File: config.mk
export PLATFORM = sky130hd
export DESIGN_NAME = circular_buff_param
export DESIGN_NICKNAME = d
export VERILOG_FILES = /design/src/rtl/circular_buff_param.sv
export SDC_FILE = /design/constraint.sdc
export NUM_CORES = 1
export LEC_CHECK = 0
export ABC_AREA = 1
export CAP_MARGIN = 20
export CORE_MARGIN = 1.5
export CORE_UTILIZATION = 38
export CTS_CLUSTER_DIAMETER = 50
export DETAILED_ROUTE_END_ITERATION = 12
export GPL_TIMING_DRIVEN = 0
export PLACE_DENSITY = 0.63
export SLEW_MARGIN = 15
export SYNTH_ARGS = -nofsm -noshare
export SYNTH_HDL_FRONTEND = slang
export SYNTH_SLANG_ARGS = --single-unit
File: constraint.sdc
create_clock -name CLK -period 4.54 [get_ports CLK]
set_input_delay 0.454 -clock CLK [delete_from_list [all_inputs] [get_ports CLK]]
set_output_delay 0.454 -clock CLK [all_outputs]
set_load 0.01 [all_outputs]
File: src/rtl/circular_buff_param.sv
// rtl/circular_buff_param.sv - parametrised single-clock FIFO; sticky OVERFLOW/UNDERFLOW enabled by CIRC_BUFF_ERR_FLAGS_EN
module circular_buff_param #(
   parameter int DATAWIDTH     = 8,
   parameter int BUFFSIZE      = 8,
   parameter int PTRSIZE       = 3,
   parameter int AFULL_THRESH  = 6,
   parameter int AEMPTY_THRESH = 2
) (
   input  logic                 CLK,
   input  logic                 RST_N,
   input  logic                 WRITE,
   input  logic [DATAWIDTH-1:0] WRDATA,
   input  logic                 READ,
   output logic [DATAWIDTH-1:0] RDDATA,
   output logic                 RDVALID,
   output logic [PTRSIZE:0]     COUNT,
   output logic                 ISFULL,
   output logic                 ISEMPTY,
   output logic                 ALMOSTFULL,
   output logic                 ALMOSTEMPTY,
   output logic                 OVERFLOW,
   output logic                 UNDERFLOW,
   input  logic                 CLR_ERR
);

   localparam int CW = PTRSIZE + 1;
   localparam logic [PTRSIZE:0]   DEPTH_C  = CW'(BUFFSIZE);
   localparam logic [PTRSIZE:0]   AFULL_C  = CW'(AFULL_THRESH);
   localparam logic [PTRSIZE:0]   AEMPTY_C = CW'(AEMPTY_THRESH);
   localparam logic [PTRSIZE-1:0] LAST_C   = PTRSIZE'(BUFFSIZE - 1);

   logic [DATAWIDTH-1:0] mem_q [BUFFSIZE];

   logic [PTRSIZE-1:0]   wrptr_q, wrptr_d;
   logic [PTRSIZE-1:0]   rdptr_q, rdptr_d;
   logic [PTRSIZE:0]     count_q, count_d;
   logic [DATAWIDTH-1:0] rddata_q, rddata_d;
   logic                 rdvalid_q, rdvalid_d;
   logic                 wr_ok, rd_ok;
   logic                 is_full, is_empty;

   // Status flags are pure decodes of the registered occupancy
   assign is_full     = (count_q == DEPTH_C);
   assign is_empty    = (count_q == '0);
   assign COUNT       = count_q;
   assign ISFULL      = is_full;
   assign ISEMPTY     = is_empty;
   assign ALMOSTFULL  = (count_q >= AFULL_C);
   assign ALMOSTEMPTY = (count_q <= AEMPTY_C);
   assign RDDATA      = rddata_q;
   assign RDVALID     = rdvalid_q;

   // Acceptance, pointer wrap at BUFFSIZE-1, occupancy and read-data next state
   always_comb begin
      rd_ok     = READ && !is_empty;
      wr_ok     = WRITE && (!is_full || rd_ok);
      wrptr_d   = wrptr_q;
      rdptr_d   = rdptr_q;
      count_d   = count_q;
      rddata_d  = rddata_q;
      rdvalid_d = rd_ok;
      if (wr_ok) begin
         wrptr_d = (wrptr_q == LAST_C) ? '0 : wrptr_q + 1'b1;
      end
      if (rd_ok) begin
         rdptr_d  = (rdptr_q == LAST_C) ? '0 : rdptr_q + 1'b1;
         rddata_d = mem_q[rdptr_q];
      end
      case ({wr_ok, rd_ok})
         2'b10:   count_d = count_q + 1'b1;
         2'b01:   count_d = count_q - 1'b1;
         default: count_d = count_q;
      endcase
   end

   // Control state register with asynchronous clear
   always_ff @(posedge CLK or negedge RST_N) begin
      if (!RST_N) begin
         wrptr_q   <= '0;
         rdptr_q   <= '0;
         count_q   <= '0;
         rddata_q  <= '0;
         rdvalid_q <= 1'b0;
      end else begin
         wrptr_q   <= wrptr_d;
         rdptr_q   <= rdptr_d;
         count_q   <= count_d;
         rddata_q  <= rddata_d;
         rdvalid_q <= rdvalid_d;
      end
   end

   // Storage array is deliberately left uncleared by reset
   always_ff @(posedge CLK) begin
      if (wr_ok) begin
         mem_q[wrptr_q] <= WRDATA;
      end
   end

`ifdef CIRC_BUFF_ERR_FLAGS_EN
   logic ovf_q, ovf_d, udf_q, udf_d;

   // Sticky error flags; a set condition overrides a simultaneous clear
   always_comb begin
      ovf_d = ovf_q;
      udf_d = udf_q;
      if (CLR_ERR) begin
         ovf_d = 1'b0;
         udf_d = 1'b0;
      end
      if (WRITE && is_full && !READ) ovf_d = 1'b1;
      if (READ && is_empty)          udf_d = 1'b1;
   end

   // Error flag registers
   always_ff @(posedge CLK or negedge RST_N) begin
      if (!RST_N) begin
         ovf_q <= 1'b0;
         udf_q <= 1'b0;
      end else begin
         ovf_q <= ovf_d;
         udf_q <= udf_d;
      end
   end

   assign OVERFLOW  = ovf_q;
   assign UNDERFLOW = udf_q;
`else
   logic unused_clr_err;
   assign unused_clr_err = CLR_ERR;
   assign OVERFLOW       = 1'b0;
   assign UNDERFLOW      = 1'b0;
`endif

endmodule

==> results by group, run 1 <==
Detailed routing
  – Initial DRC count: 139
  – Drc violations: 0
  – Drt total wl: 7.64 mm
  – Via Count: 2,305
  – Post-DRT Antenna Nets: 0
  – DR WL/cell: 16.9 microns
  – DR pass1 iterations: 4
  – Vias per inst: 5.10

Power and ir drop
  – Sequential power share: 42.3%
  – Cell-internal power: 1.65 mW
  – Peak VDD IR: 200 uV
  – Sw Ratio: 36.6%
  – Switch Pwr: 955 uW
  – Pwr dens: 623 nW/um^2
  – Clock power frac: 20.0%
  – Pleak: 1.58 nW
  – Comb pwr share: 37.7%

Die
  – Initial core utilization: 39.5%
  – Top Ports: 32
  – Die ar.: 9700 sq um
  – Core area: 8760 sq um
  – DIE WIDTH: 98.5 microns
  – Die height: 98.5 microns
  – FP Rows: 34

CTS
  – CTS Root Cell: clkbuf_8
  – Hold Buf Count CTS: 0
  – CTS Buffer Depth: 2
  – H-tree level count: 3
  – CTS Buf Count: 9
  – Setup Buffers After CTS: 0
  – Clk sinks: 83
  – Clk_lat worst skew: 0.35 ns
  – Clock slew at reported path FFs: 0.08 ns
  – Number of gates resized after cts: 0
  – CTS tree: done

Cells and area
  – Area grow syn2layout: 20.9%
  – Commonest non-fill, non-tap cell in the layout: edfxtp_1
  – Total area of sequential cells: 2400 sq um
  – Share of layout cells above drive strength 1: 16.0%
  – Multi-input logic area: 971 sq um
  – Most frequent cells in the layout: edfxtp_1, nor2_1, clkdlybuf4s50_1
  – Net count, final: 359
  – Antenna Cells: 0
  – FILL cells: 766

Run
  – Number of max-cap violations: 0

Logic synthesis
  – Area leader, netlist: edfxtp_1
  – Syn Inst Count: 291
  – Synth Warn #: 0
  – Main area contributors after synthesis: edfxtp_1, dfrtp_1, nor2_1
  – Avg Cell Area, Syn: 11.9 sq um
  – Post-synthesis sequential area ratio: 69.2%
  – Cell Area, Synth: 3460 sq um
  – Distinct cells, synth: 25
  – Post-synth top area share: 55.5%
  – Synth Register Bits: 83

Placed design
  – PortBufs: 28
  – Final HPWL DP: 5.20 mm
  – Placer Congestion: 0.768

Setup path
  – Reg2reg path depth: 6
  – Crit-path max FO: 5
  – Worst setup SP type: flip-flop
  – CP arrival: 1.70 ns
  – Flop-to-flop setup slack: 2.46 ns
  – Worst Path Class, Setup: flip-flop to primary output
  – Critical path required time: 4.09 ns
  – Worst Setup End Kind: primary output

STA
  – Final hold violations: 0
  – Minimum clock period: 2.15 ns
  – WHS: 0.482 ns
  – Setup violators final: 0
  – Clk_skew: 0.0133 ns
  – Worst Tran Pin Value: 0.955 ns
  – Slew margin rel.: 36.2%
  – Fmax: 0.465 GHz
  – Max Slew Vio Count: 0
  – Crit share post-route: 47.3%
  – Setup TNS: 0 ns
  – RSZ-0062 raised after global routing: false

Global route
  – Number of global-route vias before repair: 2,322
  – Initial antenna violation count: 0
  – First-pass GRT wire length: 12.3 mm
  – Total grt overflow: 0
  – Largest net degree at the start of global routing: 20
  – GRT Util Overall: 17.1%

Hold path
  – Min-Delay Path Depth: 2
  – Hold crit path type: flip-flop to flip-flop

Status
  – Status: completed
-- sequential cells by signal, summed over array words and instances, names as in the netlist --
signal,flops
rdptr_q,3
RDVALID,1
mem_q,64
wrptr_q,3
RDDATA,8
COUNT,4
-- Yosys cell counts --
cell      number
edfxtp_1      64
nor2_1        52
nand2_1       25
o21ai_1       22
dfrtp_1       19
o21ai_0       17
o211ai_1      16
inv_1         14
nand3_1       14
buf_2         11
nor4_1         8
ha_1           6
a21oi_1        4
buf_4          4
nand2_2        4
inv_2          2
clkinv_1       1
conb_1         1
fa_1           1
nand3_2        1
nor2_2         1
o21ai_2        1
or2_2          1
xnor2_1        1
xor2_1         1
-- metrics by stage --
stage | worst slack (ns) | power [mW] | cells | instance area [sq um] | utilization [%]
after floorplan | 2.47 | 1.67 | 292 | 3470 | -
after global placement | 1.21 | 2.03 | 428 | 3880 | 44.3
after detailed placement | 2.08 | 2.11 | 436 | 3990 | 45.6
after CTS | 2.36 | 2.62 | 452 | 4190 | 47.8
after global routing | 2.27 | 2.79 | 452 | 4190 | 47.8
final | 2.39 | 2.61 | 452 | 4190 | 47.8
-- cells by family (layout without fill, tap and decap cells) --
| logic type | Yosys count | after routing | synth area share, % |
|---|---|---|---|
| xor gates and xnor gates | 2 | 2 | 0.506 |
| AOI/OAI and AO/OA | 60 | 60 | 9.94 |
| other | 1 | 2 | 0.108 |
| adders and majority gates | 7 | 7 | 2.75 |
| buffers and inverters | 32 | 84 | 4.30 |
| DFF | 83 | 83 | 69.2 |
| and+or+nand+nor | 106 | 106 | 13.2 |
-- power by group through the flow --
stage          Combinational [mW]  Clock (mW)  Sequential, mW
3_5_place_dp                0.988           0            1.12
6_report                    0.982       0.522            1.10
3_3_place_gp                0.926           0            1.11
2_1_floorplan               0.563           0            1.11
5_1_grt                      1.11       0.558            1.12
4_1_cts                     0.991       0.531            1.10
-- per-layer routing --
layer / vias to the layer above / routed length, microns / global-route usage (%)
li1: 1119 / - / -
met3: 12 / 488 / 3.97
met2: 70 / 3840 / 27.3
met5: - / 0 / 0
met1: 1104 / 3160 / 22.3
met4: 0 / 155 / 7.69
-- worst max-delay path, cell delays in order, from the launching register on --
cell and delay [ns]:
dfrtp_1 0.45, nor2_2 0.19, nand3_2 0.11, inv_1 0.07, clkdlybuf4s50_1 0.53
-- final timing paths --
path / from / end
setup / recovery: COUNT[0] / ISFULL
hold / removal: RDDATA[5] / RDDATA[5]
setup reg to reg: COUNT[0] / mem_q[1][7]
hold reg to reg: RDDATA[5] / RDDATA[5]
max in group asynchronous: RST_N / wrptr_q[1]
min in group asynchronous: RST_N / RDDATA[2]
-- layout make-up --
type / instances / share of cell area, %
timing repair buffer: 36 / 8.13
clock inverter: 5 / 1.26
multi-input combinational: 177 / 23.2
clock buffer: 11 / 3.38
buffer: 15 / 2.03
sequential: 83 / 57.3
inverter: 17 / 1.52
tap: 108 / 3.23
Power figures use the tool's default switching activity.
==> run 2: changes to the inputs <==
==> constraint.sdc (replaced) <==
create_clock -name CLK -period 2.1 [get_ports CLK]
set_input_delay 0.21 -clock CLK [delete_from_list [all_inputs] [get_ports CLK]]
set_output_delay 0.21 -clock CLK [all_outputs]
set_load 0.01 [all_outputs]
==> results by group, run 2 (synthesis results as in run 1) <==
Global route
  – First-pass GRT wire length: 12.3 mm (unchanged)
  – Initial antenna violation count: 0 (unchanged)
  – Number of global-route vias before repair: 2,322 (unchanged)
  – Largest net degree at the start of global routing: 20 (unchanged)
  – GRT Util Overall: 17.1% (unchanged)
  – Total grt overflow: 0 (unchanged)

CTS
  – Hold Buf Count CTS: 0 (unchanged)
  – CTS Root Cell: clkbuf_8
  – Clock slew at reported path FFs: 0.08 ns (about the same)
  – H-tree level count: 3 (unchanged)
  – CTS Buf Count: 9 (unchanged)
  – Number of gates resized after cts: 0 (unchanged)
  – Clk_lat worst skew: 0.34 ns (about the same)
  – Setup Buffers After CTS: 0 (unchanged)
  – CTS tree: done
  – CTS Buffer Depth: 2 (unchanged)
  – Clk sinks: 83 (unchanged)

Setup path
  – Flop-to-flop setup slack: 0.04 ns (-2.42 ns)
  – Crit-path max FO: 8 (+3)
  – Critical path startpoint: wrptr_q[0]
  – Worst Setup End Kind: flip-flop
  – Worst setup SP type: flip-flop
  – Critical path's slowest cell: nor4_2
  – Critical Path End: mem_q[3][4]
  – R2r startpoint: wrptr_q[0]
  – Critical path cell sequence: inv_1, nor4_2, buf_4
  – Reg2reg path depth: 3 (-3)
  – Critical path required time: 2.15 ns (-1.94 ns)
  – CP max stage delay: 0.69 ns (+0.16 ns)
  – Worst r2r dst: mem_q[3][4]
  – Worst Path Class, Setup: flip-flop to flip-flop
  – CP arrival: 2.11 ns (+0.41 ns)

STA
  – Fmax: 0.486 GHz
  – RSZ-0062 raised after global routing: true
  – Slew margin rel.: 36.2% (about the same)
  – Minimum clock period: 2.06 ns
  – WHS: 0.397 ns (-0.0849 ns)
  – Worst Tran Pin Value: 0.954 ns (-0.000416 ns)
  – Final hold violations: 0 (unchanged)
  – Clk_skew: 0.0115 ns (-0.00184 ns)
  – Crit share post-route: 98.0%
  – Max Slew Vio Count: 0 (unchanged)
  – Setup violators final: 0 (unchanged)

Detailed routing
  – Via Count: 2,324 (+0.82%)
  – Vias per inst: 5.14 (+0.82%)
  – DR pass1 iterations: 4 (unchanged)
  – Post-DRT Antenna Nets: 0 (unchanged)
  – Initial DRC count: 189 (+36%)
  – Drc violations: 0 (unchanged)
  – Drt total wl: 7.66 mm (+0.27%)
  – DR WL/cell: 17.0 microns (+0.27%)

Cells and area
  – FILL cells: 762 (-0.52%)
  – Total area of sequential cells: 2400 sq um (about the same)
  – Multi-input logic area: 1000 sq um (+3.1%)
  – Commonest non-fill, non-tap cell in the layout: edfxtp_1
  – Most flops, register: mem_q
  – Net count, final: 359 (unchanged)
  – Area grow syn2layout: 21.8%
  – Number of flip-flops in the largest register: 64 (unchanged)
  – Antenna Cells: 0 (unchanged)
  – Most frequent cells in the layout: edfxtp_1, nor2_1, clkdlybuf4s50_1
  – Share of layout cells above drive strength 1: 16.6% (+0.58 points)

Hold path
  – Hold crit path type: input port to asynchronous set/reset pin

Power and ir drop
  – Peak VDD IR: 428 uV (+110%)
  – Switch Pwr: 2.09 mW (+120%)
  – Sw Ratio: 36.9% (+0.23 points)
  – Total Power: 5.68 mW (+120%)
  – Cell-internal power: 3.59 mW (+120%)
  – Clock power frac: 19.8% (-0.2 points)
  – Sequential power share: 42.2% (about the same)
  – Pwr dens: 1350 nW/um^2 (+120%)
  – Comb pwr share: 38.0% (+0.3 points)
  – Pleak: 1.59 nW (+0.32%)

Run
  – Number of max-cap violations: 0 (unchanged)

Placed design
  – PortBufs: 28 (unchanged)
  – Final HPWL DP: 5.20 mm (unchanged)
  – Placer Congestion: 0.768 (unchanged)

Status
  – Status: completed

Die
  – DIE WIDTH: 98.5 microns (unchanged)
  – Core area: 8760 sq um (unchanged)
  – Die ar.: 9700 sq um (unchanged)
  – Die height: 98.5 microns (unchanged)
  – Top Ports: 32 (unchanged)
  – FP Rows: 34 (unchanged)
  – Initial core utilization: 39.5% (unchanged)
-- run 2: cell counts in the layout (fill, tap and decap cells not counted) --
Identical to the previous run, type by type.
-- run 2: power by group through the flow --
| stage | registers, mW | clock network [mW] | logic, mW |
|---|---|---|---|
| after floorplan | 2.40 | 0 | 1.22 |
| after detailed placement | 2.42 | 0 | 2.14 |
| after global routing | 2.45 | 1.21 | 2.43 |
| after global placement | 2.39 | 0 | 2.00 |
| after CTS | 2.38 | 1.15 | 2.14 |
| final | 2.40 | 1.12 | 2.16 |
-- run 2: worst min-delay path by stage --
stage              start        end  slack, ns  cells after the start
4_1_cts            RST_N  RDDATA[2]       0.43                      1
3_5_place_dp   RDDATA[0]  RDDATA[0]       0.47                      2
3_3_place_gp   RDDATA[0]  RDDATA[0]       0.46                      2
5_1_grt            RST_N  RDDATA[2]       0.46                      1
6_report           RST_N  RDDATA[2]       0.40                      1
2_1_floorplan      RST_N   COUNT[0]      -0.09                      0
-- run 2: area by class of cell --
cell class,count,area share (%)
sequential,83,56.9
multi-input combinational,177,23.7
timing repair buffer,36,8.07
clock buffer,11,3.35
tap,108,3.20
buffer,15,2.02
inverter,17,1.51
clock inverter,5,1.25
-- run 2: per-stage QoR --
| stage | cell area (sq um) | worst slack [ns] | setup TNS [ns] | utilization (%) | instances |
|---|---|---|---|---|---|
| 2_1_floorplan | 3470 | 0.0338 | 0 | - | 292 |
| 3_3_place_gp | 3880 | -0.982 | -53.64 | 44.3 | 428 |
| 3_5_place_dp | 3990 | -0.113 | -1.28 | 45.6 | 436 |
| 4_1_cts | 4190 | 0.000667 | 0 | 47.8 | 452 |
| 5_1_grt | 4220 | -0.0623 | -0.418 | 48.1 | 452 |
| 6_report | 4220 | 0.0411 | 0 | 48.1 | 452 |
-- run 2: per-layer routing --
layer | share of wire (%) | routed length, microns | track usage [%] | vias up
met3 | 6.6 | 508 | 3.97 | 11
met1 | 41 | 3160 | 22.3 | 1114
li1 | - | - | - | 1122
met2 | 50 | 3870 | 27.3 | 77
met4 | 1.7 | 127 | 7.69 | 0
met5 | 0 | 0 | 0 | -
-- run 2: critical path, delay by kind of cell, from the launching register on --
family | cells | cell delay (ns)
buf+inv | 2 | 0.51
flops | 1 | 0.56
simple gates | 1 | 0.69
==> run 3: changes to the inputs <==
--- a/config.mk
+++ b/config.mk
@@ -11,7 +11,9 @@
 export CORE_UTILIZATION = 38
 export CTS_CLUSTER_DIAMETER = 50
 export DETAILED_ROUTE_END_ITERATION = 12
+export GPL_ROUTABILITY_DRIVEN = 0
 export GPL_TIMING_DRIVEN = 0
+export HOLD_SLACK_MARGIN = 0.03
 export PLACE_DENSITY = 0.63
 export SLEW_MARGIN = 15
 export SYNTH_ARGS = -nofsm -noshare
==> results of run 3 <==
Same layout as run 2: the final DEF is identical, and so are final timing and power.
